### src/rtl/counter_ctrl.sv
// Run/direction controller for an 8-bit up/down counter: debounces two raw
// buttons and keeps the counter bouncing between (or stopping at) 00 and FF.
module counter_ctrl #(
  parameter int unsigned DEB_CYCLES   = 4,
  parameter bit          AUTO_REVERSE = 1'b1
) (
  input  logic       clk_i,
  input  logic       rst_i,
  input  logic       btn_run_i,
  input  logic       btn_dir_i,
  input  logic [7:0] q_i,
  output logic       e_o,
  output logic       m_o,
  output logic       rev_o
);

  localparam logic [7:0] DEB_LAST = 8'(DEB_CYCLES - 1);

  // Index 0 is the run button, index 1 the direction button.
  logic [1:0]      sync1_q, sync2_q;
  logic [1:0]      lvl_q, lvl_d;
  logic [1:0][7:0] cnt_q, cnt_d;
  logic [1:0]      press_q, press_d;

  logic e_q, e_d;
  logic m_q, m_d;
  logic rev_q, rev_d;

  logic up_lim, dn_lim, lim, at_end;

  always_comb begin
    for (int i = 0; i < 2; i++) begin
      lvl_d[i]   = lvl_q[i];
      cnt_d[i]   = 8'd0;
      press_d[i] = 1'b0;
      if (sync2_q[i] != lvl_q[i]) begin
        if (cnt_q[i] == DEB_LAST) begin
          lvl_d[i]   = sync2_q[i];
          press_d[i] = sync2_q[i];
        end else begin
          cnt_d[i] = cnt_q[i] + 8'd1;
        end
      end
    end
  end

  // Limit is detected one value early so the counter's last step lands on FF/00.
  assign up_lim = e_q & m_q & (q_i == 8'hFE);
  assign dn_lim = e_q & ~m_q & (q_i == 8'h01);
  assign lim    = up_lim | dn_lim;
  assign at_end = (m_q & (q_i == 8'hFF)) | (~m_q & (q_i == 8'h00));

  always_comb begin
    e_d   = e_q;
    m_d   = m_q;
    rev_d = 1'b0;
    if (lim) begin
      rev_d = 1'b1;
      if (AUTO_REVERSE) begin
        m_d = ~m_q;
      end else begin
        e_d = 1'b0;
      end
      if (press_q[0]) begin
        e_d = 1'b0;
      end else begin
        e_d = e_d;
      end
    end else begin
      if (press_q[0]) begin
        if (e_q) begin
          e_d = 1'b0;
        end else begin
          e_d = 1'b1;
          if (at_end) begin
            m_d = ~m_q;
          end else begin
            m_d = m_q;
          end
        end
      end else begin
        e_d = e_q;
      end
      m_d = m_d ^ press_q[1];
    end
  end

  always_ff @(posedge clk_i or posedge rst_i) begin
    if (rst_i) begin
      sync1_q <= 2'b00;
      sync2_q <= 2'b00;
      lvl_q   <= 2'b00;
      cnt_q   <= '0;
      press_q <= 2'b00;
      e_q     <= 1'b0;
      m_q     <= 1'b1;
      rev_q   <= 1'b0;
    end else begin
      sync1_q <= {btn_dir_i, btn_run_i};
      sync2_q <= sync1_q;
      lvl_q   <= lvl_d;
      cnt_q   <= cnt_d;
      press_q <= press_d;
      e_q     <= e_d;
      m_q     <= m_d;
      rev_q   <= rev_d;
    end
  end

  assign e_o   = e_q;
  assign m_o   = m_q;
  assign rev_o = rev_q;

endmodule
### config.mk
export PLATFORM = sky130hd
export DESIGN_NAME = counter_ctrl
export DESIGN_NICKNAME = d
export VERILOG_FILES = /design/src/rtl/counter_ctrl.sv
export SDC_FILE = /design/constraint.sdc
export NUM_CORES = 1
export LEC_CHECK = 0
export ABC_AREA = 1
export BUFFER_PORTS_ARGS = -buffer_cell sky130_fd_sc_hd__clkbuf_2
export CAP_MARGIN = 10
export CORE_MARGIN = 5
export CORE_UTILIZATION = 50
export DETAILED_ROUTE_END_ITERATION = 8
export PLACE_DENSITY = 0.7
export SETUP_SLACK_MARGIN = 0.4
export SYNTH_ARGS = -nofsm -noshare
export SYNTH_HDL_FRONTEND = slang
export SYNTH_SLANG_ARGS = --single-unit
### constraint.sdc
create_clock -name clk_i -period 1.55 [get_ports clk_i]
set_input_delay 0.2325 -clock clk_i [delete_from_list [all_inputs] [get_ports clk_i]]
set_output_delay 0.2325 -clock clk_i [all_outputs]
set_load 0.02 [all_outputs]
-- After elaboration in Yosys (flattened, before gate mapping)
Index checks and enable logic that the tools add are counted.
- add/subtract/negate cells: 2
- equality and inequality tests: 7
- muxes and demuxes: 18
- bitwise logic cells: 10
- reductions and logical operators: 3
- operator list (operator ; count):
    $mux 8 ; 4
    $add 8x1->8 const B ; 2
    $eq 8x2->1 const B ; 2
    $eq 8x8->1 const B ; 2
    $mux 1 ; 14
    $eq 8x1->1 const B ; 1
    $logic_not 8->1 ; 1
    $and 1x1->1 ; 6
    $reduce_and 2->1 ; 2
    $ne 1x1->1 ; 2
    $or 1x1->1 ; 2
    $not 1->1 ; 1
    $xor 1x1->1 ; 1
- flip-flop bits (word level): 27
- bits of input ports: 12
- output and inout bits: 3
- logic and storage cells: 50

-- Longest topological paths before layout
- depth in word-level cells: 9
- depth in mapped cells: 10
- mapped depth without buffers: 10

-- Worst setup path before layout
OpenSTA, ideal clock, no wires.
- path type: register to register
- start: register cnt_q[8] in the netlist's numbering
- end: register cnt_q[10] in the netlist's numbering
- setup time: 0.120 ns
- arrival: 1.053 ns
- required time: 1.430 ns
- setup slack: 0.377 ns
- stages on the path, launching flop included: 6
- buffers on the path: 0
- period minus slack after synthesis: 1.173 ns
- path through: dfrtp_1 -> ha_1 -> nand2_1 -> nor4_2 -> or2_1 -> nor2_1
- RTL lines (item ; RTL line ; RTL):
    from (decl) ; 22 ; logic [1:0][7:0] cnt_q, cnt_d;
    from (signal assigned) ; 102 ; cnt_q <= cnt_d;

-- Final worst setup path
- start: register m_q (netlist: m_o)
- end: output m_o
- RTL lines (item ; RTL line ; RTL):
    from (decl) ; 26 ; logic m_q, m_d;
    from (signal assigned) ; 105 ; m_q <= m_d;
    to (decl) ; 13 ; output logic m_o,
No word-level cell between the ends.

==> impl_results.md <==
- Overall via count from detail_route: 1,012
- Post-synthesis register bit count: 27
- Initial antenna violation count: 0
- Internal power: 1.210 mW
- Post-synthesis cell count: 146
- Placed wire-length estimate: 1596 um
- Antenna viol nets, final: 0
- Maximum number of pins on one net before global-route repair: 28
- Wire length of the first global-routing pass: 3891 um
- Maximum cell stage delay along the critical path: 0.59 ns
- Total of max-cap violations: 0
- Crit path max fanout: 2
- Count of input and output buffers: 14
- Setup repair after global routing missed its margin: true
- Power density of the placed cells: approximately 1100 nW/um^2
- Net count after synthesis: 160
- Worst path cell trace: buf_8
- TritonCTS clock tree: yes
- Xor and xnor fraction of the mapped netlist area: 5.474%
- Post-synthesis average cell area: 8.767 um^2
- Maximum clock rate: 798.6 MHz
- Library cell with the largest summed area after synthesis: sky130_fd_sc_hd__dfrtp_1
- Remaining global-route overflow: 0
- Count of final setup violators: 0
- Post-route DRC: 0
- Area of the placeable core: between 2000 and 2500 um^2
- Drt via density: about 4.8
- Clk pwr share: 16.2%
- Top post-synthesis cells by area: sky130_fd_sc_hd__dfrtp_1, sky130_fd_sc_hd__nand2_1, sky130_fd_sc_hd__nor2_1
- Share of the synthesized area in the top cell type: 50.83%
- Skew-Pair Late Insertion Delay: 0.32 ns
- Overall routing resource usage: 14.30%
- Number of distinct library cell variants in the gate-level netlist after synthesis: 20
- Predominant post-synthesis flop cell: sky130_fd_sc_hd__dfrtp_1
- Root buffer cell: sky130_fd_sc_hd__clkbuf_4
- Static Leak: 0.8138 nW
- Async set-reset flop share out of synthesis: 100.0%
- Slowest library cell on the worst path: sky130_fd_sc_hd__dfstp_2
- Routability congestion estimate from global placement: 0.8462
- Number of flops mapped to enable cells by yosys: 0
- Final count of hold timing violations: 0
- Setup slack on the worst flop-to-flop path: between 0.2 and 0.3 ns
- Post-detailed-route wirelength per cell: 12.05 um
- Number of iterations in the first detailed-routing pass: 4
- Largest family of logic cells by synthesized area: simple AND/OR/NAND/NOR gates
- Die outline height: 60.60 um
- Slew Viols, Final: 0
- Most numerous cell in the Yosys netlist: sky130_fd_sc_hd__nand2_1
- Fill cells: 185
- Crit-path leading delay family: flip-flops
- Area taken by multi-input logic gates: 606.8 um^2
- Tightest slew margin relative to the limit: 78.14%
- Data required, critical path: 1.32 ns
- Via count of the first global-routing pass: between 900 and 1,000
- Number of clock buffers inserted by TritonCTS: 3
- Startpoint type of the worst setup path: register
- Area added between synthesis and finish: 30.40%
- P_sw: between 600 and 700 uW
- Post-detailed-routing wire length: 2518 um
- Area enclosed by the die boundary: 3672 um^2
- Most frequent cells after synthesis: sky130_fd_sc_hd__nand2_1, sky130_fd_sc_hd__dfrtp_1, sky130_fd_sc_hd__nor2_1
- X dimension of the die: 60.60 um
- Sort of element at the end of the critical path: primary output
- Power share of the sequential group: between 50 and 60%
- Share of the synthesized area in compound gates (AO/OA/AOI/OAI): 1.564%
- Max Buffers Root-to-Sink: 2
- Data arrival at the endpoint of the critical path: 1.02 ns
- Post-layout minimum cycle time: 1.252 ns
- Share of cell area taken by muxes after synthesis: 0%
- # clock sinks: 27
- Bufs and invs on worst path: 1
- Post-route clock period utilization: 80.78%
- Synthesis warning total: 0
- Core Rows: 18
- Starting utilization of the core area: a little over half
- HP Class: input pin to register
- Share of cells above drive strength 1: 37.99%
- Top-Level Pins: 15
- Worst voltage drop across the vdd grid: 1.006 mV
- Register clock-pin slew on the reported worst setup and hold paths: 0.14 ns
- Final Net Count: ~190
- Utilization after layout: 67.99%
- Simple-gate share of the synthesized area: 29.91%
- Gate power share: 33.1%
- Area of the mapped netlist: 1280 um^2
- Setup CP Type: register to primary output
- Outcome: finished, final reports clean
- Final TNS setup: 0 ns
- Sw frac: 34.87%
- Worst Max-Slew Pin Slew: 0.3279 ns
- Clock Skews: 0.003184 ns
- Sequential cell area fraction in the yosys report: approximately 53%
- Iter 0 DRT Violations: 30
- Antenna cell count: 0
- Area share of fa/ha/maj cells after synthesis: 1.955%
- Reg area: 678.2 um^2
- Deepest level of the CTS H-tree: 1
- Worst setup slack before clock tree synthesis: 0.2926 ns
- Slack of the critical path: 0.2979 ns
[worst paths after layout]
check,startpoint,endpoint,cells after the start
worst max-delay path,m_o,m_o,1
worst min-delay path,q_i[2],m_o,4
worst max register to register,cnt_q[2],cnt_q[7],6
worst min register to register,sync1_q[1],sync2_q[1],0
max in group asynchronous,rst_i,m_o,4
min in group asynchronous,rst_i,lvl_q[1],4
[final cells by class]
cell class                      count  share of cell area [%]
Clock buffer                        3                   1.349
Tap cell                           30                   2.249
Timing Repair Buffer               29                   12.82
Multi-Input combinational cell     91                   36.36
Sequential cell                    27                   40.63
Clock inverter                      1                  0.2999
Inverter                           28                   6.297
[layout by cell type (no fill, tap or decap)]
cell type	count
sky130_fd_sc_hd__dfrtp_2	1
sky130_fd_sc_hd__nor3b_2	2
sky130_fd_sc_hd__nand3_1	5
sky130_fd_sc_hd__dfstp_2	1
sky130_fd_sc_hd__nand3_2	5
sky130_fd_sc_hd__nor3_2	1
sky130_fd_sc_hd__nand2_1	22
sky130_fd_sc_hd__inv_2	9
sky130_fd_sc_hd__xnor2_1	2
sky130_fd_sc_hd__a21oi_1	3
sky130_fd_sc_hd__nor4_4	1
sky130_fd_sc_hd__clkbuf_4	3
sky130_fd_sc_hd__dlygate4sd3_1	3
sky130_fd_sc_hd__nand3_4	2
sky130_fd_sc_hd__xor2_2	1
sky130_fd_sc_hd__dfrtp_1	25
sky130_fd_sc_hd__nor2_4	3
sky130_fd_sc_hd__nor3_1	2
sky130_fd_sc_hd__buf_4	10
sky130_fd_sc_hd__ha_4	1
sky130_fd_sc_hd__buf_8	1
sky130_fd_sc_hd__clkbuf_2	12
sky130_fd_sc_hd__nand2_4	1
sky130_fd_sc_hd__nand4_1	2
sky130_fd_sc_hd__xor2_1	5
sky130_fd_sc_hd__ha_2	1
sky130_fd_sc_hd__nor2_1	18
sky130_fd_sc_hd__inv_1	19
sky130_fd_sc_hd__nor3b_1	3
sky130_fd_sc_hd__clkinv_2	1
sky130_fd_sc_hd__nand2_2	4
sky130_fd_sc_hd__o21ai_0	1
sky130_fd_sc_hd__buf_6	3
sky130_fd_sc_hd__nor2_2	5
sky130_fd_sc_hd__or2_1	1
[per-stage QoR]
step                cell area, um^2  total power [mW]  cells  hold WS [ns]
finish                         1669             1.857    209        0.1878
detailed placement             1398             1.325    191        0.2975
CTS                            1536             1.728    203        0.1835
global route                   1669             1.981    209        0.2101
global placement               1398             1.310    191        0.2883
floorplan                      1282             1.216    146        0.2639
[power groups by stage]
stage,combinational (mW),sequential [mW],clock (mW)
floorplan,0.279,0.937,0
global placement,0.382,0.928,0
detailed placement,0.393,0.931,0
CTS,0.495,0.921,0.312
global route,0.689,0.955,0.337
finish,0.614,0.942,0.301
[per-layer routing]
layer | vias to the layer above | wire length [um] | GRT usage (%)
li1 | 511 | - | -
met1 | 476 | 1086 | 16.89
met2 | 19 | 1270 | 25.50
met3 | 6 | 100 | 2.128
met4 | 0 | 61 | 6.502
met5 | - | 0 | 0
[what timing repair did]
item / CTS / global route
pin swaps: 4 / 12
buffers inserted: 5 / 6
hold endpoints to repair: 28 / 0
setup endpoints to repair: 14 / 20
resized for setup: 10 / 24
hold buffers: 3 / 0
[logic make-up after synthesis]
| family | Yosys count |
|---|---|
| fa+ha+maj | 2 |
| flops | 27 |
| compound gates | 4 |
| simple gates | 77 |
| xor+xnor | 8 |
| buf+inv | 28 |
[state kept, by name, summed over array words and instances, names as in the netlist]
name,cells
m_o,1
sync2_q,2
press_q,2
e_o,1
rev_o,1
lvl_q,2
sync1_q,2
cnt_q,16
[worst register-to-register path, cell delays in order (launching register included)]
cell and delay (ns):
sky130_fd_sc_hd__dfrtp_1 0.49, sky130_fd_sc_hd__nand3_4 0.12, sky130_fd_sc_hd__nor2_4 0.17, sky130_fd_sc_hd__nand3_2 0.10, sky130_fd_sc_hd__nor2_2 0.10, sky130_fd_sc_hd__xor2_1 0.13, sky130_fd_sc_hd__nor2_1 0.05
Note: power is estimated with default switching activity, not from simulation.
